==> src/rtl/wb_arbiter_pkg.sv <==
// Shared types and constants for the writeback arbiter: register address width,
// writeback source encoding and the load-return queue entry.
package wb_arbiter_pkg;

    localparam int unsigned REG_ADDR_W = 5;
    localparam int unsigned DATA_W     = 32;

    typedef enum logic [1:0] {
        WB_NONE  = 2'd0,
        WB_ALU   = 2'd1,
        WB_LDQ   = 2'd2,
        WB_LDDIR = 2'd3
    } wb_src_e;

    typedef struct packed {
        logic [REG_ADDR_W-1:0] rd;
        logic [DATA_W-1:0]     data;
    } wb_req_t;

endpackage

==> src/rtl/wb_arbiter_if.sv <==
// Bus bundle between the ALU/memory/decode side and the writeback arbiter.
// Signal direction suffixes are from the arbiter's point of view.
interface wb_arbiter_if
    import wb_arbiter_pkg::*;
#(
    parameter int unsigned DATA_WIDTH = 32
);
    logic                  alu_valid_i;
    logic [REG_ADDR_W-1:0] alu_rd_i;
    logic [DATA_WIDTH-1:0] alu_data_i;
    logic                  alu_stall_o;
    logic                  ld_issue_i;
    logic [REG_ADDR_W-1:0] ld_issue_rd_i;
    logic                  ld_valid_i;
    logic [REG_ADDR_W-1:0] ld_rd_i;
    logic [DATA_WIDTH-1:0] ld_data_i;
    logic                  ld_ready_o;
    logic [REG_ADDR_W-1:0] w_addr_o;
    logic [DATA_WIDTH-1:0] din_o;
    logic [31:0]           busy_o;

    modport slave (
        input  alu_valid_i, alu_rd_i, alu_data_i, ld_issue_i, ld_issue_rd_i,
               ld_valid_i, ld_rd_i, ld_data_i,
        output alu_stall_o, ld_ready_o, w_addr_o, din_o, busy_o
    );

    modport master (
        output alu_valid_i, alu_rd_i, alu_data_i, ld_issue_i, ld_issue_rd_i,
               ld_valid_i, ld_rd_i, ld_data_i,
        input  alu_stall_o, ld_ready_o, w_addr_o, din_o, busy_o
    );
endinterface

==> src/rtl/wb_arbiter_ld_fifo.sv <==
// Small synchronous FIFO holding load returns that lost arbitration.
// DEPTH must be a power of two so the pointers wrap naturally.
module wb_ld_fifo
    import wb_arbiter_pkg::*;
#(
    parameter int unsigned DEPTH = 2,
    localparam int unsigned PTR_W = $clog2(DEPTH),
    localparam int unsigned CNT_W = PTR_W + 1
) (
    input  logic             clk_i,
    input  logic             rst_n_i,
    input  logic             push_i,
    input  wb_req_t          push_data_i,
    input  logic             pop_i,
    output wb_req_t          head_o,
    output logic             full_o,
    output logic             empty_o,
    output logic [CNT_W-1:0] count_o
);

    wb_req_t          mem_q [DEPTH];
    logic [PTR_W-1:0] wr_ptr_q;
    logic [PTR_W-1:0] rd_ptr_q;
    logic [CNT_W-1:0] count_q;
    logic             do_push_s;
    logic             do_pop_s;

    assign empty_o   = (count_q == CNT_W'(0));
    assign full_o    = (count_q == CNT_W'(DEPTH));
    assign count_o   = count_q;
    assign head_o    = mem_q[rd_ptr_q];
    assign do_pop_s  = pop_i && !empty_o;
    // A pop frees a slot in the same cycle, so a push into a full queue is still safe.
    assign do_push_s = push_i && (!full_o || do_pop_s);

    // Pointer and occupancy bookkeeping.
    always_ff @(posedge clk_i or negedge rst_n_i) begin
        if (!rst_n_i) begin
            wr_ptr_q <= '0;
            rd_ptr_q <= '0;
            count_q  <= '0;
        end else begin
            if (do_push_s) begin
                wr_ptr_q <= wr_ptr_q + PTR_W'(1);
            end
            if (do_pop_s) begin
                rd_ptr_q <= rd_ptr_q + PTR_W'(1);
            end
            case ({do_push_s, do_pop_s})
                2'b10:   count_q <= count_q + CNT_W'(1);
                2'b01:   count_q <= count_q - CNT_W'(1);
                default: count_q <= count_q;
            endcase
        end
    end

    // Entry storage.
    always_ff @(posedge clk_i or negedge rst_n_i) begin
        if (!rst_n_i) begin
            for (int i = 0; i < int'(DEPTH); i++) begin
                mem_q[i] <= '0;
            end
        end else if (do_push_s) begin
            mem_q[wr_ptr_q] <= push_data_i;
        end
    end

endmodule

==> src/rtl/wb_arbiter.sv <==
// Writeback arbiter: merges in-order ALU results with buffered load returns onto
// the single register-file write port and tracks outstanding loads per register.
module wb_arbiter
    import wb_arbiter_pkg::*;
#(
    parameter int unsigned DATA_WIDTH = DATA_W,
    parameter int unsigned LQ_DEPTH   = 2,
    parameter int unsigned STARVE_MAX = 4
) (
    input  logic         clk_i,
    input  logic         rst_n_i,
    wb_arbiter_if.slave  bus
);

    localparam int unsigned ST_W  = $clog2(STARVE_MAX + 1);
    localparam int unsigned CNT_W = $clog2(LQ_DEPTH) + 1;

    wb_req_t               head_s;
    wb_req_t               push_req_s;
    logic                  fifo_full_s;
    logic                  fifo_empty_s;
    logic [CNT_W-1:0]      fifo_count_s;
    logic                  push_s;
    logic                  pop_s;
    logic                  ld_ready_s;
    logic                  ld_acc_s;
    logic                  ld_keep_s;
    logic                  force_ld_s;
    wb_src_e               src_s;
    logic [REG_ADDR_W-1:0] sel_rd_s;
    logic [DATA_WIDTH-1:0] sel_data_s;
    logic [31:0]           busy_set_s;
    logic [31:0]           busy_clr_s;

    logic [ST_W-1:0]       starve_q, starve_d;
    logic [31:0]           busy_q, busy_d;
    logic [REG_ADDR_W-1:0] w_addr_q, w_addr_d;
    logic [DATA_WIDTH-1:0] din_q, din_d;

    wb_ld_fifo #(.DEPTH(LQ_DEPTH)) u_ld_fifo (
        .clk_i       (clk_i),
        .rst_n_i     (rst_n_i),
        .push_i      (push_s),
        .push_data_i (push_req_s),
        .pop_i       (pop_s),
        .head_o      (head_s),
        .full_o      (fifo_full_s),
        .empty_o     (fifo_empty_s),
        .count_o     (fifo_count_s)
    );

    // Both handshake outputs depend on registered state only, never on this cycle's valids.
    assign ld_ready_s      = !fifo_full_s;
    assign force_ld_s      = (fifo_count_s != CNT_W'(0)) && (starve_q == ST_W'(STARVE_MAX));
    assign ld_acc_s        = bus.ld_valid_i && ld_ready_s;
    assign ld_keep_s       = ld_acc_s && (bus.ld_rd_i != REG_ADDR_W'(0));
    assign push_req_s.rd   = bus.ld_rd_i;
    assign push_req_s.data = bus.ld_data_i;

    // Source selection in priority order and the resulting queue push/pop.
    always_comb begin
        src_s      = WB_NONE;
        pop_s      = 1'b0;
        sel_rd_s   = '0;
        sel_data_s = '0;
        if (force_ld_s) begin
            src_s = WB_LDQ;
        end else if (bus.alu_valid_i && (bus.alu_rd_i != REG_ADDR_W'(0))) begin
            src_s = WB_ALU;
        end else if (!fifo_empty_s) begin
            src_s = WB_LDQ;
        end else if (ld_keep_s) begin
            src_s = WB_LDDIR;
        end else begin
            src_s = WB_NONE;
        end
        case (src_s)
            WB_ALU: begin
                sel_rd_s   = bus.alu_rd_i;
                sel_data_s = bus.alu_data_i;
            end
            WB_LDQ: begin
                sel_rd_s   = head_s.rd;
                sel_data_s = head_s.data;
                pop_s      = 1'b1;
            end
            WB_LDDIR: begin
                sel_rd_s   = bus.ld_rd_i;
                sel_data_s = bus.ld_data_i;
            end
            default: begin
                sel_rd_s   = '0;
                sel_data_s = '0;
            end
        endcase
        push_s = ld_keep_s && (src_s != WB_LDDIR);
    end

    // Next-state for the starvation counter, busy scoreboard and write port.
    always_comb begin
        starve_d   = starve_q;
        busy_set_s = '0;
        busy_clr_s = '0;
        if ((src_s == WB_LDQ) || (src_s == WB_LDDIR)) begin
            starve_d              = '0;
            busy_clr_s[sel_rd_s]  = 1'b1;
        end else if (fifo_empty_s) begin
            starve_d = '0;
        end else if ((src_s == WB_ALU) && (starve_q != ST_W'(STARVE_MAX))) begin
            starve_d = starve_q + ST_W'(1);
        end else begin
            starve_d = starve_q;
        end
        if (bus.ld_issue_i && (bus.ld_issue_rd_i != REG_ADDR_W'(0))) begin
            busy_set_s[bus.ld_issue_rd_i] = 1'b1;
        end else begin
            busy_set_s = '0;
        end
        // Set after clear so a same-cycle re-issue keeps the register busy.
        busy_d   = ((busy_q & ~busy_clr_s) | busy_set_s) & ~32'd1;
        w_addr_d = sel_rd_s;
        din_d    = sel_data_s;
    end

    // State and output registers.
    always_ff @(posedge clk_i or negedge rst_n_i) begin
        if (!rst_n_i) begin
            starve_q <= '0;
            busy_q   <= '0;
            w_addr_q <= '0;
            din_q    <= '0;
        end else begin
            starve_q <= starve_d;
            busy_q   <= busy_d;
            w_addr_q <= w_addr_d;
            din_q    <= din_d;
        end
    end

    assign bus.alu_stall_o = force_ld_s;
    assign bus.ld_ready_o  = ld_ready_s;
    assign bus.w_addr_o    = w_addr_q;
    assign bus.din_o       = din_q;
    assign bus.busy_o      = busy_q;

endmodule

==> src/flat_wrapper.sv <==
// flat-port wrapper written by rule: the top's interface ports become plain ports
module wb_arbiter_flat import wb_arbiter_pkg::*;
#(
    parameter int unsigned DATA_WIDTH = DATA_W,
    parameter int unsigned LQ_DEPTH   = 2,
    parameter int unsigned STARVE_MAX = 4
)
  (clk_i, rst_n_i, bus_alu_valid_i, bus_alu_rd_i, bus_alu_data_i, bus_ld_issue_i, bus_ld_issue_rd_i, bus_ld_valid_i, bus_ld_rd_i, bus_ld_data_i, bus_alu_stall_o, bus_ld_ready_o, bus_w_addr_o, bus_din_o, bus_busy_o);
  wb_arbiter_if #(.DATA_WIDTH(DATA_WIDTH)) bus_i ();
  input  logic clk_i;
  input  logic rst_n_i;
  input wire logic [$bits(bus_i.alu_valid_i)-1:0] bus_alu_valid_i;
  input wire logic [$bits(bus_i.alu_rd_i)-1:0] bus_alu_rd_i;
  input wire logic [$bits(bus_i.alu_data_i)-1:0] bus_alu_data_i;
  input wire logic [$bits(bus_i.ld_issue_i)-1:0] bus_ld_issue_i;
  input wire logic [$bits(bus_i.ld_issue_rd_i)-1:0] bus_ld_issue_rd_i;
  input wire logic [$bits(bus_i.ld_valid_i)-1:0] bus_ld_valid_i;
  input wire logic [$bits(bus_i.ld_rd_i)-1:0] bus_ld_rd_i;
  input wire logic [$bits(bus_i.ld_data_i)-1:0] bus_ld_data_i;
  output wire logic [$bits(bus_i.alu_stall_o)-1:0] bus_alu_stall_o;
  output wire logic [$bits(bus_i.ld_ready_o)-1:0] bus_ld_ready_o;
  output wire logic [$bits(bus_i.w_addr_o)-1:0] bus_w_addr_o;
  output wire logic [$bits(bus_i.din_o)-1:0] bus_din_o;
  output wire logic [$bits(bus_i.busy_o)-1:0] bus_busy_o;
  assign bus_i.alu_valid_i = bus_alu_valid_i;
  assign bus_i.alu_rd_i = bus_alu_rd_i;
  assign bus_i.alu_data_i = bus_alu_data_i;
  assign bus_i.ld_issue_i = bus_ld_issue_i;
  assign bus_i.ld_issue_rd_i = bus_ld_issue_rd_i;
  assign bus_i.ld_valid_i = bus_ld_valid_i;
  assign bus_i.ld_rd_i = bus_ld_rd_i;
  assign bus_i.ld_data_i = bus_ld_data_i;
  assign bus_alu_stall_o = bus_i.alu_stall_o;
  assign bus_ld_ready_o = bus_i.ld_ready_o;
  assign bus_w_addr_o = bus_i.w_addr_o;
  assign bus_din_o = bus_i.din_o;
  assign bus_busy_o = bus_i.busy_o;
  wb_arbiter #(.DATA_WIDTH(DATA_WIDTH), .LQ_DEPTH(LQ_DEPTH), .STARVE_MAX(STARVE_MAX)) u_core (.clk_i(clk_i), .rst_n_i(rst_n_i), .bus(bus_i));
endmodule
==> config.mk <==
export PLATFORM = sky130hd
export DESIGN_NAME = wb_arbiter_flat
export DESIGN_NICKNAME = d
export VERILOG_FILES = /design/src/rtl/wb_arbiter_pkg.sv /design/src/rtl/wb_arbiter_if.sv /design/src/rtl/wb_arbiter_ld_fifo.sv /design/src/rtl/wb_arbiter.sv /design/src/flat_wrapper.sv
export SDC_FILE = /design/constraint.sdc
export NUM_CORES = 1
export LEC_CHECK = 0
export ABC_AREA = 1
export BUFFER_PORTS_ARGS = -buffer_cell sky130_fd_sc_hd__buf_2
export CORE_ASPECT_RATIO = 1.5
export CORE_UTILIZATION = 49
export CTS_BUF_LIST = sky130_fd_sc_hd__clkbuf_4
export CTS_CLUSTER_DIAMETER = 100
export CTS_CLUSTER_SIZE = 8
export DETAILED_ROUTE_END_ITERATION = 8
export GPL_TIMING_DRIVEN = 0
export HOLD_SLACK_MARGIN = 0.02
export PLACE_DENSITY = 0.84
export RECOVER_POWER = 50
export SYNTH_ARGS = -nofsm -noshare
export SYNTH_HDL_FRONTEND = slang
export SYNTH_SLANG_ARGS = --single-unit
==> constraint.sdc <==
create_clock -name clk_i -period 4.8 [get_ports clk_i]
set_clock_uncertainty 0.2 [all_clocks]
set_input_delay 0.24 -clock clk_i [delete_from_list [all_inputs] [get_ports clk_i]]
set_output_delay 0.24 -clock clk_i [all_outputs]
set_load 0.005 [all_outputs]
* Yosys cells after proc, flatten, opt, wreduce, memory -nomap -nowiden
Index checks and enable logic that the tools add are counted.
Word-level totals: register bits after elaboration 149, input bits 84, output and inout bits 71, word-level logic and storage cells 83
Cells by class: $add $sub $neg 5, order comparisons 7, eq/ne operators 9, muxes and demuxes 23, bitwise logic cells 5, reduce and logical (&&, ||, !) cells 23
Operators with widths (count):
- two-way mux 37 bit | 4
- case mux 32 bit (3 select lines) | 1
- bitwise mux 74 bit | 1
- two-way mux 32 bit | 2
- demux 37 bit (select 1 bit) | 1
- bitwise AND 32 bit | 1
- NOT 32 bit | 1
- OR 32 bit | 1
- case mux 5 bit (3 select lines) | 1
- nonzero test 5 bit | 3
- logical AND 1 bit | 12
- < comparator 5 x 6 -> 1 bit (second input constant) | 2
- demux 1 bit (select 5 bit) | 2
- greater-or-equal comparator 5 x 1 -> 1 bit (second input constant) | 2
- two-way mux 3 bit | 3
- == test 2 bit (second input constant) | 4
- two-way mux 2 bit | 4
- == test 2 x 1 -> 1 bit (second input constant) | 2
- greater-or-equal comparator 2 bit (second input constant) | 2
- NOT 1 -> 2 bit | 2
- case mux 2 bit (2 select lines) | 1
- nonzero test 2 bit | 2
- adder 3 x 1 -> 3 bit (second input constant) | 1
- == test 3 bit (second input constant) | 1
- other kinds (11) | 16

* Longest topological paths before layout
depth after elaboration 18, gate-level depth with buffers 14, mapped depth without buffers 13

* Cells and area by module
Synthesis repeated with hierarchy kept, for this count alone.
Second synthesis, totals: cells, all modules 908, area total of the unflattened synthesis 7312.0 µm²
By module, submodules not included:
- wb_ld_fifo | times used 1, cells each 476, area each 3786.1 µm², sequential area each 1951.9 µm²
- wb_arbiter | times used 1, cells each 432, area each 3525.9 µm², sequential area each 1776.7 µm²

* Least setup slack after synthesis
Ideal clock, no wire load.
path type register -> register, start point reg u_core.u_ld_fifo.count_q[1], in the netlist u_core.u_ld_fifo.count_o[1], end point reg u_core.u_ld_fifo.count_q[1], in the netlist u_core.u_ld_fifo.count_o[1], library setup time 0.131 ns, arrival time 1.897 ns, required time 4.469 ns, setup slack 2.572 ns, stages on the path, launching flop included 13, path buffers 2, period minus slack after synthesis 2.228 ns, cell sequence dfrtp_1 -> inv_1 -> nand2_4 -> buf_6 -> nand3_4 -> nand3_4 -> nand2_2 -> buf_2 -> inv_1 -> ha_1 -> a21oi_1 -> o21ai_0 -> xor2_1
On the way: cells in the longest elaborated chain, start to end 15, elaborated cells between the ends (all ways) 25, classes of those cells 2 x add/sub; 5 x eq/ne; 6 x mux; 12 x reduce/logical
Ends and longest elaborated chain:
- start: declaration | RTL line wb_arbiter_ld_fifo.sv:24 | logic [CNT_W-1:0] count_q;
- start signal: assignment | RTL line wb_arbiter_ld_fifo.sv:50 | 2'b10: count_q <= count_q + CNT_W'(1);
- start signal: assignment | RTL line wb_arbiter_ld_fifo.sv:51 | 2'b01: count_q <= count_q - CNT_W'(1);
- start signal: assignment | RTL line wb_arbiter_ld_fifo.sv:52 | default: count_q <= count_q;
- == test 2 bit | RTL line wb_arbiter_ld_fifo.sv:29 | assign full_o = (count_q == CNT_W'(DEPTH));
- zero test 1 bit | RTL line wb_arbiter.sv:53 | assign ld_ready_s = !fifo_full_s;
- logical AND 1 bit | RTL line wb_arbiter.sv:55 | assign ld_acc_s = bus.ld_valid_i && ld_ready_s;
- logical AND 1 bit | RTL line wb_arbiter.sv:56 | assign ld_keep_s = ld_acc_s && (bus.ld_rd_i != REG_ADDR_W'(0));
- two-way mux 2 bit | RTL line wb_arbiter.sv:72 | end else if (ld_keep_s) begin
- two-way mux 2 bit | RTL line wb_arbiter.sv:70 | end else if (!fifo_empty_s) begin
- two-way mux 2 bit | RTL line wb_arbiter.sv:68 | end else if (bus.alu_valid_i && (bus.alu_rd_i != REG_ADDR_W'(0))) begin
- two-way mux 2 bit | RTL line wb_arbiter.sv:66 | if (force_ld_s) begin
- == test 2 bit | RTL line wb_arbiter.sv:77 | case (src_s)
- two-way mux 1 bit | RTL line wb_arbiter.sv:77
- logical AND 1 bit (*) | RTL line wb_arbiter_ld_fifo.sv:32 | assign do_pop_s = pop_i && !empty_o;
- via u_core.u_ld_fifo.do_pop_s | RTL line wb_arbiter_ld_fifo.sv:26 | logic do_pop_s;
- logical OR 1 bit | RTL line wb_arbiter_ld_fifo.sv:34 | assign do_push_s = push_i && (!full_o || do_pop_s);
- logical AND 1 bit | RTL line wb_arbiter_ld_fifo.sv:34
- == test 2 x 1 -> 1 bit or == test 2 bit (tied branches) | RTL line wb_arbiter_ld_fifo.sv:49 | case ({do_push_s, do_pop_s})
- case mux 2 bit (2 select lines) or nonzero test 2 bit (tied branches)
Mark *: on every way through the listed nets, which the timed path passes. The rest lies on a longest branch. A chain may end at the register's enable or synchronous reset.

==> results.json <==
{
  "antenna_found_initial": 1,
  "seq_area_frac_synth_pct": 55.66,
  "grt_pass1_wl_um": 34300,
  "peakVddDrop_v": 0.0002760,
  "core-area_um2": 13400,
  "drtPass1Iterations": 8,
  "min-delay-start": "bus_ld_valid_i",
  "crit_path_start_kind": "primary input",
  "vias_per_cell": 5.518,
  "ant_nets": 0,
  "cp_data_arrival_time_ns": 3.31,
  "holdPathStages": 7,
  "die_h_um": 145.2,
  "synth_nets": 842,
  "crit_path_frequent_cell": "dlygate4sd3_1",
  "track_usage_pct": 31.06,
  "wl_per_cell_um": 17.68,
  "clockBufferDepth": 2,
  "ys_ff_latch": 149,
  "synth_edf_count": 0,
  "worstMarginPinSlew_ns": 2.530,
  "synth_ff_type": "dfrtp_1",
  "r2r_cells": 10,
  "nNetsFinal": 1134,
  "r2r_slack_ns": 1.51,
  "port_buffers": 151,
  "rows": 52,
  "yosys_warnings": 0,
  "crit-reg2reg-capture": "u_core.bus.din_o[21]$_DFF_PN0_",
  "syn_avg_cell_area_um2": 8.873,
  "syn_area_um2": 6699,
  "relSlewSlack_pct": -68.66,
  "dpl.hpwl_um": 13060,
  "synthDistinctLibCells": 37,
  "crit_buf_inv": 4,
  "setup_violations": 0,
  "drc": 0,
  "crit_slowest_cell": "clkbuf_2",
  "drive_gt1_share_pct": 20.68,
  "min_period_ns": 3.380,
  "p_leak_uw": 0.004635,
  "gp_congestion": 0.8381,
  "maxSlewViolCount": 151,
  "grt_start_max_net_pins": 105,
  "insertion_delay_ns": 0.55,
  "cp_top_family": "buffers and inverters",
  "rsz0062_at_grt": "false",
  "worstPathMaxFanout": 104,
  "cp_num_cells": 4,
  "cp-end-kind": "asynchronous set/reset pin",
  "syn_to_final_growth_pct": 35.82,
  "finalCritPeriodShare_pct": 70.43,
  "grt_pass1_vias": 6953,
  "async_flop_share_pct": 100.0,
  "overflow": 0,
  "final_common_cell": "nand2_1",
  "hold_viol_final": 0,
  "drt_iter0_markers": 488,
  "cts_num_sinks": 149,
  "clock-root-buffer": "clkbuf_4",
  "numCtsBuffers": 17,
  "start_util_pct": 49.98,
  "most-common-layout-cells": "nand2_1 (246), dfrtp_1 (149), buf_2 (142), dlygate4sd3_1 (120), o21ai_0 (65)",
  "max_cap_viol_count": 2,
  "chipWidth_um": 97.47,
  "path_cells": "dlygate4sd3_1 > dlygate4sd3_1 > buf_6 > clkbuf_2",
  "power_density_nw_per_um2": 542.1,
  "tritoncts": "done",
  "critical_path_class": "primary input to asynchronous set/reset pin",
  "io_pins": 155,
  "cp_data_required_time_ns": 4.73,
  "die_area_um2": 14150,
  "syn-instance-count": 755,
  "hold_ws_ns": 0.09981,
  "whs_endpoint": "u_core.u_ld_fifo.wr_ptr_q$_DFFE_PN0P_",
  "fillers": 1001,
  "finalSetupTns_ns": 0,
  "status": "finished, violations left",
  "vias": 6743,
  "violations": "max-capacitance violations, max-slew violations",
  "fmax_mhz": 295.8,
  "hold_class": "primary input to register",
  "htreeDepth": 4,
  "reg2reg_from": "u_core.u_ld_fifo.count_o[1]$_DFFE_PN0P_",
  "critPathMaxStageDelay_ns": 1.72,
  "wl_um": 21610,
  "clk_pin_slew_ns": 0.12
}
synthesized netlist by cell type, types with 3 or more instances:
cell type,n,area share (%)
o21ai_0,65,4.9
clkbuf_1,14,0.78
nor2_4,3,0.50
a21oi_1,27,2.0
buf_6,7,1.2
inv_1,64,3.6
nand3_1,24,1.8
nand3_4,4,1.0
buf_1,3,0.17
nor2_2,3,0.28
buf_2,10,0.75
nor2_1,26,1.5
nor3_1,4,0.30
nand2_2,7,0.65
o311ai_0,4,0.52
nand3_2,5,0.75
inv_2,6,0.34
o21ai_1,33,2.5
a221o_1,26,3.9
ha_1,3,0.56
nand2_4,3,0.50
nand2_1,246,14
dfrtp_1,149,56
timing repair:
item | in CTS | in global routing
endpoints found under the setup margin | 0 | 0
setup buffers | 0 | 0
gates resized for setup | 0 | 0
endpoints found under the hold margin | 294 | 0
hold buffers | 121 | 0
worst register-to-register path: stages (launching register included):
cell and delay [ns]:
dfrtp_1 0.43, inv_1 0.13, nand2_4 0.08, buf_6 0.15
nand3_4 0.07, nand3_1 0.36, inv_4 0.33, buf_1 0.50
a22oi_1 0.21, dlygate4sd3_1 0.62, o31ai_1 0.09
worst max-delay path by stage:
| stage | startpoint | end | slack, ns |
|---|---|---|---|
| after floorplan | u_core.u_ld_fifo.count_o[1]$_DFFE_PN0P_ | u_core.u_ld_fifo.count_o[1]$_DFFE_PN0P_ | 2.57 |
| after global placement | rst_n_i | u_core.bus.busy_o[18]$_DFF_PN0_ | 1.21 |
| after detailed placement | u_core.u_ld_fifo.count_o[0]$_DFFE_PN0P_ | u_core.u_ld_fifo.count_o[1]$_DFFE_PN0P_ | 2.24 |
| after CTS | u_core.u_ld_fifo.count_o[1]$_DFFE_PN0P_ | u_core.bus.busy_o[31]$_DFF_PN0_ | 1.99 |
| after global routing | rst_n_i | u_core.u_ld_fifo.mem_q[65]$_DFFE_PN0P_ | 0.97 |
| final | rst_n_i | u_core.u_ld_fifo.mem_q[66]$_DFFE_PN0P_ | 1.42 |
final cells by class:
class | count | area (um^2) | area share (%)
Antenna cell | 1 | 2.502 | 0.02750
Buffer | 37 | 212.7 | 2.338
Clock buffer | 18 | 135.1 | 1.485
Clock inverter | 13 | 122.6 | 1.348
Inverter | 71 | 269.0 | 2.957
Multi-Input combinational cell | 498 | 2476 | 27.21
Sequential cell | 149 | 3729 | 40.98
Tap cell | 162 | 202.7 | 2.228
Timing Repair Buffer | 273 | 1949 | 21.42
power breakdown:
part	internal, uW	switching (uW)
Combinational	868	1230
Clock	267	471
Sequential	1810	288
metal layers:
layer	vias to the layer above	share of wire, %	track usage, %
met5	-	0	0
met4	0	4.7	16.03
met3	92	7.0	6.214
met2	401	54	57.06
met1	3208	34	33.03
li1	3042	-	-
stage by stage:
step	setup slack (ns)	instances	cell area [um^2]	utilization [%]	power, uW
2_1_floorplan	2.572	755	6699	-	3188
3_3_place_gp	1.209	1068	7657	57.13	3821
3_5_place_dp	2.241	1069	7691	57.38	3905
4_1_cts	1.992	1221	9178	68.47	4831
5_1_grt	0.9729	1222	9099	67.89	5231
6_report	1.420	1222	9099	67.89	4933
cells by family after synthesis:
logic type	count (synthesis)	synth area share, %
adders and majority gates	3	0.5604
DFF	149	55.66
buffers and inverters	108	7.191
AOI/OAI and AO/OA	161	14.48
other	1	0.05598
xor gates and xnor gates	3	0.3923
and+or+nand+nor	330	21.67
state kept, by name, summed over array words and instances (netlist names):
name,count
u_core.starve_q,3
u_core.u_ld_fifo.rd_ptr_q,1
u_core.u_ld_fifo.mem_q,74
u_core.bus.w_addr_o,5
u_core.bus.busy_o,31
u_core.bus.din_o,32
u_core.u_ld_fifo.wr_ptr_q,1
u_core.u_ld_fifo.count_o,2
Power figures use the tool's default switching activity.
